<file path="src/rtl/bypass_buff_mp.sv">
// ---------------------------------------------------------------------------
// bypass_buff_mp: multi-source write-back bypass buffer for the TPU operand
// path. Keeps the most recent BUFF_SIZE write-back results keyed by register
// index and serves NUM_SRC operands from same-cycle forwarding, the buffer,
// or the register file (in that priority).
//
// Optional feature: define BYPASS_BUFF_STAT_EN to add saturating hit/miss
// counters (O_Hit_Cnt / O_Miss_Cnt). Without it those ports do not exist.
// ---------------------------------------------------------------------------

package pkg_tpu;
  localparam int INDEX_W = 5;
  localparam int DATA_W  = 32;
  typedef logic [INDEX_W-1:0] index_t;
  typedef logic [DATA_W-1:0]  data_t;
endpackage

module bypass_buff_mp
  import pkg_tpu::*;
#(
  parameter int BUFF_SIZE = 8,
  parameter int NUM_SRC   = 3
) (
  input  logic                        clock,
  input  logic                        reset,
  input  logic                        I_Stall,
  input  logic                        I_Flush,
  input  logic                        I_Valid,
  input  index_t                      I_WB_Index,
  input  data_t                       I_WB_Data,
  input  index_t                      I_Slice_Len,
  input  logic [NUM_SRC-1:0]          I_Idx_v,
  input  index_t [NUM_SRC-1:0]        I_Idx,
  input  data_t [NUM_SRC-1:0]         I_Src,
  output data_t [NUM_SRC-1:0]         O_Src,
  output logic [NUM_SRC-1:0]          O_Hit,
  output logic                        O_Full,
  output logic                        O_Empty,
`ifdef BYPASS_BUFF_STAT_EN
  output logic [31:0]                 O_Hit_Cnt,
  output logic [31:0]                 O_Miss_Cnt,
`endif
  output logic [$clog2(BUFF_SIZE):0]  O_Num
);

  localparam int PW = $clog2(BUFF_SIZE);
  localparam int NW = PW + 1;

  typedef logic [PW-1:0] ptr_t;
  typedef enum logic {S_IDLE, S_RUN} slice_state_e;

  // Entry storage; entries are contiguous from rd_ptr (oldest) to wr_ptr.
  logic [BUFF_SIZE-1:0] valid_q, valid_d;
  index_t               idx_q  [BUFF_SIZE];
  index_t               idx_d  [BUFF_SIZE];
  data_t                data_q [BUFF_SIZE];
  data_t                data_d [BUFF_SIZE];
  ptr_t                 wr_ptr_q, wr_ptr_d;
  ptr_t                 rd_ptr_q, rd_ptr_d;
  logic [NW-1:0]        num_q, num_d;

  // Per-source slice tracking.
  slice_state_e         state_q [NUM_SRC];
  slice_state_e         state_d [NUM_SRC];
  index_t               end_q   [NUM_SRC];
  index_t               end_d   [NUM_SRC];

  logic                 any_run_q, any_run_d;
  logic                 clear_evt;
  logic                 wb_hit;
  ptr_t                 wb_pos;

  // Operand lookup: forward, then youngest buffer match, then register file.
  // Scanning oldest-to-youngest lets the last match win.
  always_comb begin
    for (int s = 0; s < NUM_SRC; s++) begin
      O_Src[s] = I_Idx_v[s] ? I_Src[s] : '0;
      O_Hit[s] = 1'b0;
      if (reset && I_Idx_v[s]) begin
        if (I_Valid && (I_WB_Index == I_Idx[s])) begin
          O_Src[s] = I_WB_Data;
          O_Hit[s] = 1'b1;
        end else begin
          for (int k = 0; k < BUFF_SIZE; k++) begin
            if (valid_q[rd_ptr_q + ptr_t'(k)] &&
                (idx_q[rd_ptr_q + ptr_t'(k)] == I_Idx[s])) begin
              O_Src[s] = data_q[rd_ptr_q + ptr_t'(k)];
              O_Hit[s] = 1'b1;
            end
          end
        end
      end
    end
  end

  // Slice FSM next state; a clear fires when the last running source retires.
  always_comb begin
    // NOTE: every combinational output gets a default before any branch so
    // no path leaves it unassigned, which would otherwise infer a latch.
    any_run_q = 1'b0;
    any_run_d = 1'b0;
    for (int s = 0; s < NUM_SRC; s++) begin
      state_d[s] = state_q[s];
      end_d[s]   = end_q[s];
      if (!I_Stall) begin
        case (state_q[s])
          S_IDLE: if (I_Idx_v[s] && (I_Slice_Len != '0)) begin
            state_d[s] = S_RUN;
            end_d[s]   = I_Idx[s] + I_Slice_Len;
          end
          S_RUN: if (I_Idx_v[s] && (I_Idx[s] == end_q[s])) begin
            state_d[s] = S_IDLE;
          end
          default: state_d[s] = S_IDLE;
        endcase
      end
      any_run_q = any_run_q | (state_q[s] == S_RUN);
      any_run_d = any_run_d | (state_d[s] == S_RUN);
    end
    clear_evt = I_Flush | (any_run_q & ~any_run_d);
  end

  // Buffer next state: in-place update, allocate, or evict-oldest.
  always_comb begin
    wb_hit = 1'b0;
    wb_pos = '0;
    for (int k = 0; k < BUFF_SIZE; k++) begin
      if (valid_q[rd_ptr_q + ptr_t'(k)] &&
          (idx_q[rd_ptr_q + ptr_t'(k)] == I_WB_Index)) begin
        wb_hit = 1'b1;
        wb_pos = rd_ptr_q + ptr_t'(k);
      end
    end

    valid_d  = valid_q;
    idx_d    = idx_q;
    data_d   = data_q;
    wr_ptr_d = wr_ptr_q;
    rd_ptr_d = rd_ptr_q;
    num_d    = num_q;

    if (clear_evt) begin
      valid_d  = '0;
      wr_ptr_d = '0;
      rd_ptr_d = '0;
      num_d    = '0;
      if (I_Valid) begin
        valid_d[0] = 1'b1;
        idx_d[0]   = I_WB_Index;
        data_d[0]  = I_WB_Data;
        wr_ptr_d   = ptr_t'(1);
        num_d      = NW'(1);
      end
    end else if (I_Valid) begin
      if (wb_hit) begin
        data_d[wb_pos] = I_WB_Data;
      end else if (num_q == NW'(BUFF_SIZE)) begin
        idx_d[rd_ptr_q]  = I_WB_Index;
        data_d[rd_ptr_q] = I_WB_Data;
        wr_ptr_d         = wr_ptr_q + ptr_t'(1);
        rd_ptr_d         = rd_ptr_q + ptr_t'(1);
      end else begin
        valid_d[wr_ptr_q] = 1'b1;
        idx_d[wr_ptr_q]   = I_WB_Index;
        data_d[wr_ptr_q]  = I_WB_Data;
        wr_ptr_d          = wr_ptr_q + ptr_t'(1);
        num_d             = num_q + NW'(1);
      end
    end
  end

  // Control state: valid bits, pointers, count and slice FSMs.
  always_ff @(posedge clock or negedge reset) begin
    if (!reset) begin
      // NOTE: sequential state uses non-blocking assignments so every flop
      // samples pre-edge values regardless of statement order.
      valid_q  <= '0;
      wr_ptr_q <= '0;
      rd_ptr_q <= '0;
      num_q    <= '0;
      for (int s = 0; s < NUM_SRC; s++) begin
        state_q[s] <= S_IDLE;
        end_q[s]   <= '0;
      end
    end else begin
      valid_q  <= valid_d;
      wr_ptr_q <= wr_ptr_d;
      rd_ptr_q <= rd_ptr_d;
      num_q    <= num_d;
      state_q  <= state_d;
      end_q    <= end_d;
    end
  end

  // Entry payload storage.
  always_ff @(posedge clock) begin
    // NOTE: the index/data arrays are deliberately not reset; valid_q gates
    // every read, so resetting them would only add reset fan-out.
    idx_q  <= idx_d;
    data_q <= data_d;
  end

  assign O_Num   = num_q;
  assign O_Full  = (num_q == NW'(BUFF_SIZE));
  assign O_Empty = (num_q == '0);

`ifdef BYPASS_BUFF_STAT_EN
  logic [31:0] hit_cnt_q, hit_cnt_d;
  logic [31:0] miss_cnt_q, miss_cnt_d;
  logic [2:0]  n_hit, n_miss;
  logic [32:0] hit_sum, miss_sum;

  // Saturating hit/miss accounting; frozen by stall, cleared by flush.
  always_comb begin
    n_hit  = '0;
    n_miss = '0;
    for (int s = 0; s < NUM_SRC; s++) begin
      if (I_Idx_v[s]) begin
        if (O_Hit[s]) n_hit  = n_hit + 3'd1;
        else          n_miss = n_miss + 3'd1;
      end
    end
    hit_sum    = {1'b0, hit_cnt_q} + 33'(n_hit);
    miss_sum   = {1'b0, miss_cnt_q} + 33'(n_miss);
    hit_cnt_d  = hit_cnt_q;
    miss_cnt_d = miss_cnt_q;
    if (I_Flush) begin
      hit_cnt_d  = '0;
      miss_cnt_d = '0;
    end else if (!I_Stall) begin
      hit_cnt_d  = hit_sum[32]  ? '1 : hit_sum[31:0];
      miss_cnt_d = miss_sum[32] ? '1 : miss_sum[31:0];
    end
  end

  // Counter registers.
  always_ff @(posedge clock or negedge reset) begin
    if (!reset) begin
      hit_cnt_q  <= '0;
      miss_cnt_q <= '0;
    end else begin
      hit_cnt_q  <= hit_cnt_d;
      miss_cnt_q <= miss_cnt_d;
    end
  end

  assign O_Hit_Cnt  = hit_cnt_q;
  assign O_Miss_Cnt = miss_cnt_q;
`endif

endmodule

</file>
<file path="config.mk">
export PLATFORM = sky130hd
export DESIGN_NAME = bypass_buff_mp
export DESIGN_NICKNAME = d
export VERILOG_FILES = /design/src/rtl/bypass_buff_mp.sv
export SDC_FILE = /design/constraint.sdc
export NUM_CORES = 2
export LEC_CHECK = 0
export CAP_MARGIN = 20
export CELL_PAD_IN_SITES_DETAIL_PLACEMENT = 1
export CELL_PAD_IN_SITES_GLOBAL_PLACEMENT = 2
export CORE_ASPECT_RATIO = 1.5
export CORE_MARGIN = 5
export CORE_UTILIZATION = 25
export CTS_CLUSTER_DIAMETER = 120
export CTS_CLUSTER_SIZE = 25
export DETAILED_ROUTE_END_ITERATION = 10
export GPL_TIMING_DRIVEN = 1
export HOLD_SLACK_MARGIN = 0.05
export PLACE_DENSITY = 0.63
export SLEW_MARGIN = 25
export SYNTH_ARGS = -nofsm -noshare
export SYNTH_HDL_FRONTEND = slang
export SYNTH_SLANG_ARGS = --single-unit
export TNS_END_PERCENT = 100
</file>
<file path="constraint.sdc">
create_clock -name clock -period 10.05 [get_ports clock]
set_clock_uncertainty 0.2 [all_clocks]
set_input_delay 2.01 -clock clock [delete_from_list [all_inputs] [get_ports clock]]
set_output_delay 2.01 -clock clock [all_outputs]
set_load 0.05 [all_outputs]
</file>
; ---- Word level (Yosys, flattened, before mapping)
; Index checks and enable logic that the tools add are counted.
[totals]
output_inout_bits = 105
elab_cells = 387
reg_bits = 332
[classes]
n_reduce_logical = 61
order_cmp = 23
bitwise = 24
n_mux = 200
eq_ne = 41
addsub = 12
[ops]
columns = op, n
row1 = two-way mux 32 bit, 54
row2 = binary-select mux 32 bit (select 3 bit), 8
row3 = bitwise mux 256 bit, 3
row4 = two-way mux 256 bit, 3
row5 = demux 32 bit (select 3 bit), 3
row6 = == test 5 bit, 38
row7 = binary-select mux 5 bit (select 3 bit), 8
row8 = two-way mux 40 bit, 3
row9 = two-way mux 5 bit, 20
row10 = bitwise mux 40 bit, 2
row11 = two-way mux 1 bit, 59
row12 = logical AND 1 bit, 48
row13 = two-way mux 3 bit, 15
row14 = ">= comparator 4 bit, second input constant", 10
row15 = NOT 3 -> 4 bit, 10
row16 = "less-than comparator 3 x 4 -> 1 bit, second input constant", 9
row17 = two-way mux 8 bit, 4
row18 = demux 5 bit (select 3 bit), 2
row19 = binary-select mux 1 bit (select 3 bit), 8
row20 = AND reduction 3 bit, 6
row21 = two-way mux 4 bit, 4
row22 = adder 5 bit, 3
row23 = "adder 3 bit, second input constant", 4
row24 = "less-than comparator 4 x 1 -> 1 bit, second input constant", 3
row25 = 17 further kinds, 34

; ---- Logic depth before layout (Yosys ltp)
[depth]
word_depth = 23
ltp_mapped = 21
depth_no_buf = 12

; ---- Least setup slack after synthesis
; No wires, ideal clock.
[synth_timing]
path_kind = input-to-output
from = in I_Idx[1] (netlist bit)
to = out O_Src[31] (netlist bit)
path_buffers = 3
cell_stages = 9
setup_slack_ns = 2.112
t_arrival_ns = 5.728
cell_sequence = clkbuf_1 > inv_1 > xnor2_1 > nand3_1 > nor4_1 > clkbuf_1 > buf_1 > mux2i_1 > o41ai_1
[synth_lines]
columns = element, line
row1 = from (decl), 33  ; input index_t [NUM_SRC-1:0] I_Idx,
row2 = to (decl), 35  ; output data_t [NUM_SRC-1:0] O_Src,

==> summary.md <==
| Metric | Value |
|---|---|
| Status | `finished clean` |
| Filler cell count | `~17k` |
| Gr ovfl total | `0` |
| Clock Pin Slew Worst Setup and Hold Paths | `about 0.10 ns` |
| Yosys Warn Count | `0` |
| Worst slew margin | `23.1%` |
| Area growth syn-to-layout | `14.9%` |
| Post-route cell area | `~44,000 µm²` |
| Worst-Margin Slew | `1.15 ns` |
| Mapped Area | `38,000 µm²` |
| Setup TNS | `0 ns` |
| Tot GR Track Use | `between 20% and 30%` |
| IO Port Bufs | `between 200 and 300` |
| Pleak | `approximately 14 nW` |
| Post-CTS Setup Inserts | `0` |
| Cells after DPL | `roughly 6.1k` |
| Sw frac | `between 30% and 40%` |
| Ys async rst share | `10.8%` |
| Post-detailed-route count of antenna-violating nets | `0` |
| IR drop worst, VDD | `128 µV` |
| Placed instance area | `around 43,000 µm²` |
| H-Tree Level Count | `1` |
| Max Cap Viol | `0` |
| Net count after synthesis | `approximately 4.3k` |
| Post-Layout Cell Count | `6,160` |
| Peak Freq | `around 110 MHz` |
| Largest net degree at the start of global routing | `between 150 and 200` |
| Layout cells sized above 1 | `about 17%` |
| Reg2reg path depth | `14` |
| Crit path required time | `about 7.8 ns` |
| 1st-pass router iterations | `7` |
| Initial core utilization | `around a quarter` |
| Crit Path Class | `register to output port` |
| Final Net Count | `4,285` |
| Worst-Skew Late Latency | `0.61 ns` |
| Wire per inst | `about 35 µm` |
| CP startpoint kind | `register` |
| Root Driver | `clkbuf_16` |
| TritonCTS clock tree | `yes` |
| # DRC | `0` |
| FF-to-FF Start | `rd_ptr_q[1]` |
| Sw power | `approximately 0.0014 W` |
| Worst reg2reg endpoint | `data_q[225]` |
| Tcrit/Tclk final | `between 90 and 100%` |
| Critical Path Source | `rd_ptr_q[1]` |
| Final setup margin | `approximately 0.58 ns` |
| R2R setup slack | `2.97 ns` |
| Part of the power in combinational logic | `a little under a third` |
| Power Density | `just under 90 nW/µm²` |
| Hold EP | `end_q[13]` |
| Clock Tree Buf Depth | `3` |
| Final hold violations | `0` |
| Unrepaired setup endpoints after global routing | `false` |
| Die area | `160,000 µm²` |
| Mean Syn Cell Area | `between 9 and 10 µm²` |
| Worst Min Path Start | `end_q[13]` |
| First-pass GRT wire length | `about 300,000 µm` |
| Die Y | `slightly below 500 µm` |
| Fin crit period | `between 9 and 10 ns` |
| Worst hold stages | `2` |
| CTS Sinks | `roughly 330` |
| Commonest non-fill, non-tap cell in the layout | `nand2_1` |
| Hold_buf cts | `0` |
| Initial detailed-routing violation count | `approximately 3.5k` |
| Type of the most critical hold path | `register to register` |
| Synth top area share | `about a quarter` |
| Most frequent cells in the layout | `nand2_1 (502), mux4_2 (302), edfxtp_1 (296)` |
| # rows | `about 180` |
| Gate Count Post-Synth | `between 4k and 5k` |
| Clock power frac | `approximately 26%` |
| Synth area leaders | `edfxtp_1 (23%), mux4_2 (18%), mux2i_1 (7.5%), nand2_1 (5.0%), nor2b_1 (4.2%)` |
| #FFs+latches synth | `between 300 and 400` |
| # resized after CTS | `0` |
| Final GP Congestion | `between 0.9 and 1` |
| Initial antenna violation count | `30` |
| Cell variety after synth | `between 80 and 90` |
| Cell mode on critical path | `buf_4` |
| I/O pins | `roughly 270` |
| Post-synth EDFFs | `about 300` |
| Worst EP arrival | `roughly 7.3 ns` |
| Width of the chip | `328 µm` |
| Cts bufs inserted | `20` |
| Slowest library cell on the worst path | `clkdlybuf4s50_1` |
| Post-synth top flop | `edfxtp_1` |
| Core Region | `151,000 µm²` |
| Final Max Slew Viols | `0` |
| Via/cell ratio | `just over 6` |
| Sequential share of power | `~43%` |
| Post-detail-place hpwl | `~150,000 µm` |
| Crit-path cells | `buf_4, ha_1, xor2_4, buf_4, nand2_1, a221oi_1, o2111ai_4, nor2_1, a31oi_1, or4b_2, a311oi_1, o21ai_0, clkdlybuf4s50_1` |
| Number of global-route vias before repair | `roughly 38k` |
| DR vias | `about 37k` |
| Pre-CTS setup slack | `around 1.1 ns` |
| CP max stage delay | `~0.8 ns` |
| # setup viols final | `0` |
| Worst-path fanout max | `37` |
| Seq/Total Area, Yosys | `25.8%` |
| WL final | `217,000 µm` |
| Dominant cell type by area after synthesis | `edfxtp_1` |
| Fin util | `~29%` |
| Critical path capture point type | `output port` |
| Internal Pwr Total | `~0.0024 W` |
[power groups by stage]
stage | combinational, W | clock, W | sequential, W
after global placement | 0.00118 | 0 | 0.00170
after detailed placement | 0.00119 | 0 | 0.00170
after global routing | 0.00126 | 0.00106 | 0.00168
after floorplan | 0.000689 | 0 | 0.00168
after CTS | 0.00120 | 0.00102 | 0.00167
final | 0.00120 | 0.000995 | 0.00167
[cell usage after synthesis, types with 10 or more instances]
master / instances
nand2_1: 502
mux4_2: 302
edfxtp_1: 296
mux2i_1: 285
clkbuf_1: 282
o21ai_0: 259
nor2b_1: 256
a21oi_1: 206
nor2_1: 166
inv_1: 142
xnor2_1: 127
nand3_1: 122
o211ai_1: 83
and2_1: 69
mux2_2: 69
o221ai_1: 67
buf_1: 63
xor2_1: 62
buf_2: 57
nor3_1: 56
and3_1: 50
a221oi_1: 41
dfrtp_1: 36
nor2b_4: 30
a31oi_1: 28
o311a_1: 26
a22oi_1: 24
a32o_1: 24
nor4_1: 24
o22ai_1: 22
o311ai_0: 22
ha_1: 21
nand4_1: 21
a2111oi_0: 20
a21o_1: 20
o21a_1: 17
o31ai_1: 15
o2111ai_1: 13
nand2b_1: 11
o311ai_1: 11
a211oi_1: 10
buf_4: 10
[worst max-delay path by stage]
stage                           end  slack, ns  depth (start not counted)
after floorplan           O_Src[31]       2.11                          9
after global placement    O_Src[31]       1.10                          9
after detailed placement  O_Src[59]       1.10                         10
after CTS                 O_Src[95]       0.63                         13
after global routing      O_Src[54]       0.51                         12
final                     O_Src[95]       0.58                         13
[metal layers]
| layer | up-vias | wire, µm | track usage (%) |
|---|---|---|---|
| met5 | - | 95 | 0 |
| met1 | 19445 | 81100 | 30.6 |
| met4 | 14 | 14700 | 15.1 |
| met3 | 548 | 16600 | 4.48 |
| met2 | 1999 | 105000 | 44.7 |
| li1 | 15390 | - | - |
[cell families (layout without fill, tap and decap cells)]
kind of cell,Yosys count,in the layout,share of synthesized area [%]
xor gates and xnor gates,192,192,4.52
AOI/OAI and AO/OA,945,945,16.7
DFF,332,332,25.8
other,0,13,0
adders and majority gates,24,24,0.850
muxes,661,661,27.7
and+or+nand+nor,1361,1361,18.2
buffers and inverters,572,597,6.26
[critical path, delay by kind of cell (launching register included)]
family | cells | cell delay [ns]
buf+inv | 3 | 1.94
compound gates | 5 | 1.78
simple gates | 3 | 1.20
flops | 1 | 0.61
xor+xnor | 1 | 0.54
fa+ha+maj | 1 | 0.52
[metrics by stage]
step	total power (W)	hold WS, ns
3_3_place_gp	0.00288	0.282
4_1_cts	0.00388	0.313
6_report	0.00387	0.309
3_5_place_dp	0.00289	0.292
2_1_floorplan	0.00237	0.270
5_1_grt	0.00400	0.343
[flip-flops by register name, indices dropped and copies added (netlist names)]
name	flops
state_q	3
end_q	15
data_q	256
idx_q	40
rd_ptr_q	3
valid_q	8
wr_ptr_q	3
O_Num	4
[area by class of cell]
cell class | instances | area (µm²) | area share [%]
Inverter | 146 | 548 | 1.26
Tap cell | 2035 | 2550 | 5.84
Multi-Input combinational cell | 3183 | 26100 | 59.9
Clock buffer | 26 | 544 | 1.25
Timing Repair Buffer | 417 | 3910 | 8.95
Clock inverter | 8 | 109 | 0.249
Sequential cell | 332 | 9800 | 22.5
Antenna cell | 13 | 32.5 | 0.0746
Note: power is estimated with default switching activity, not from simulation.
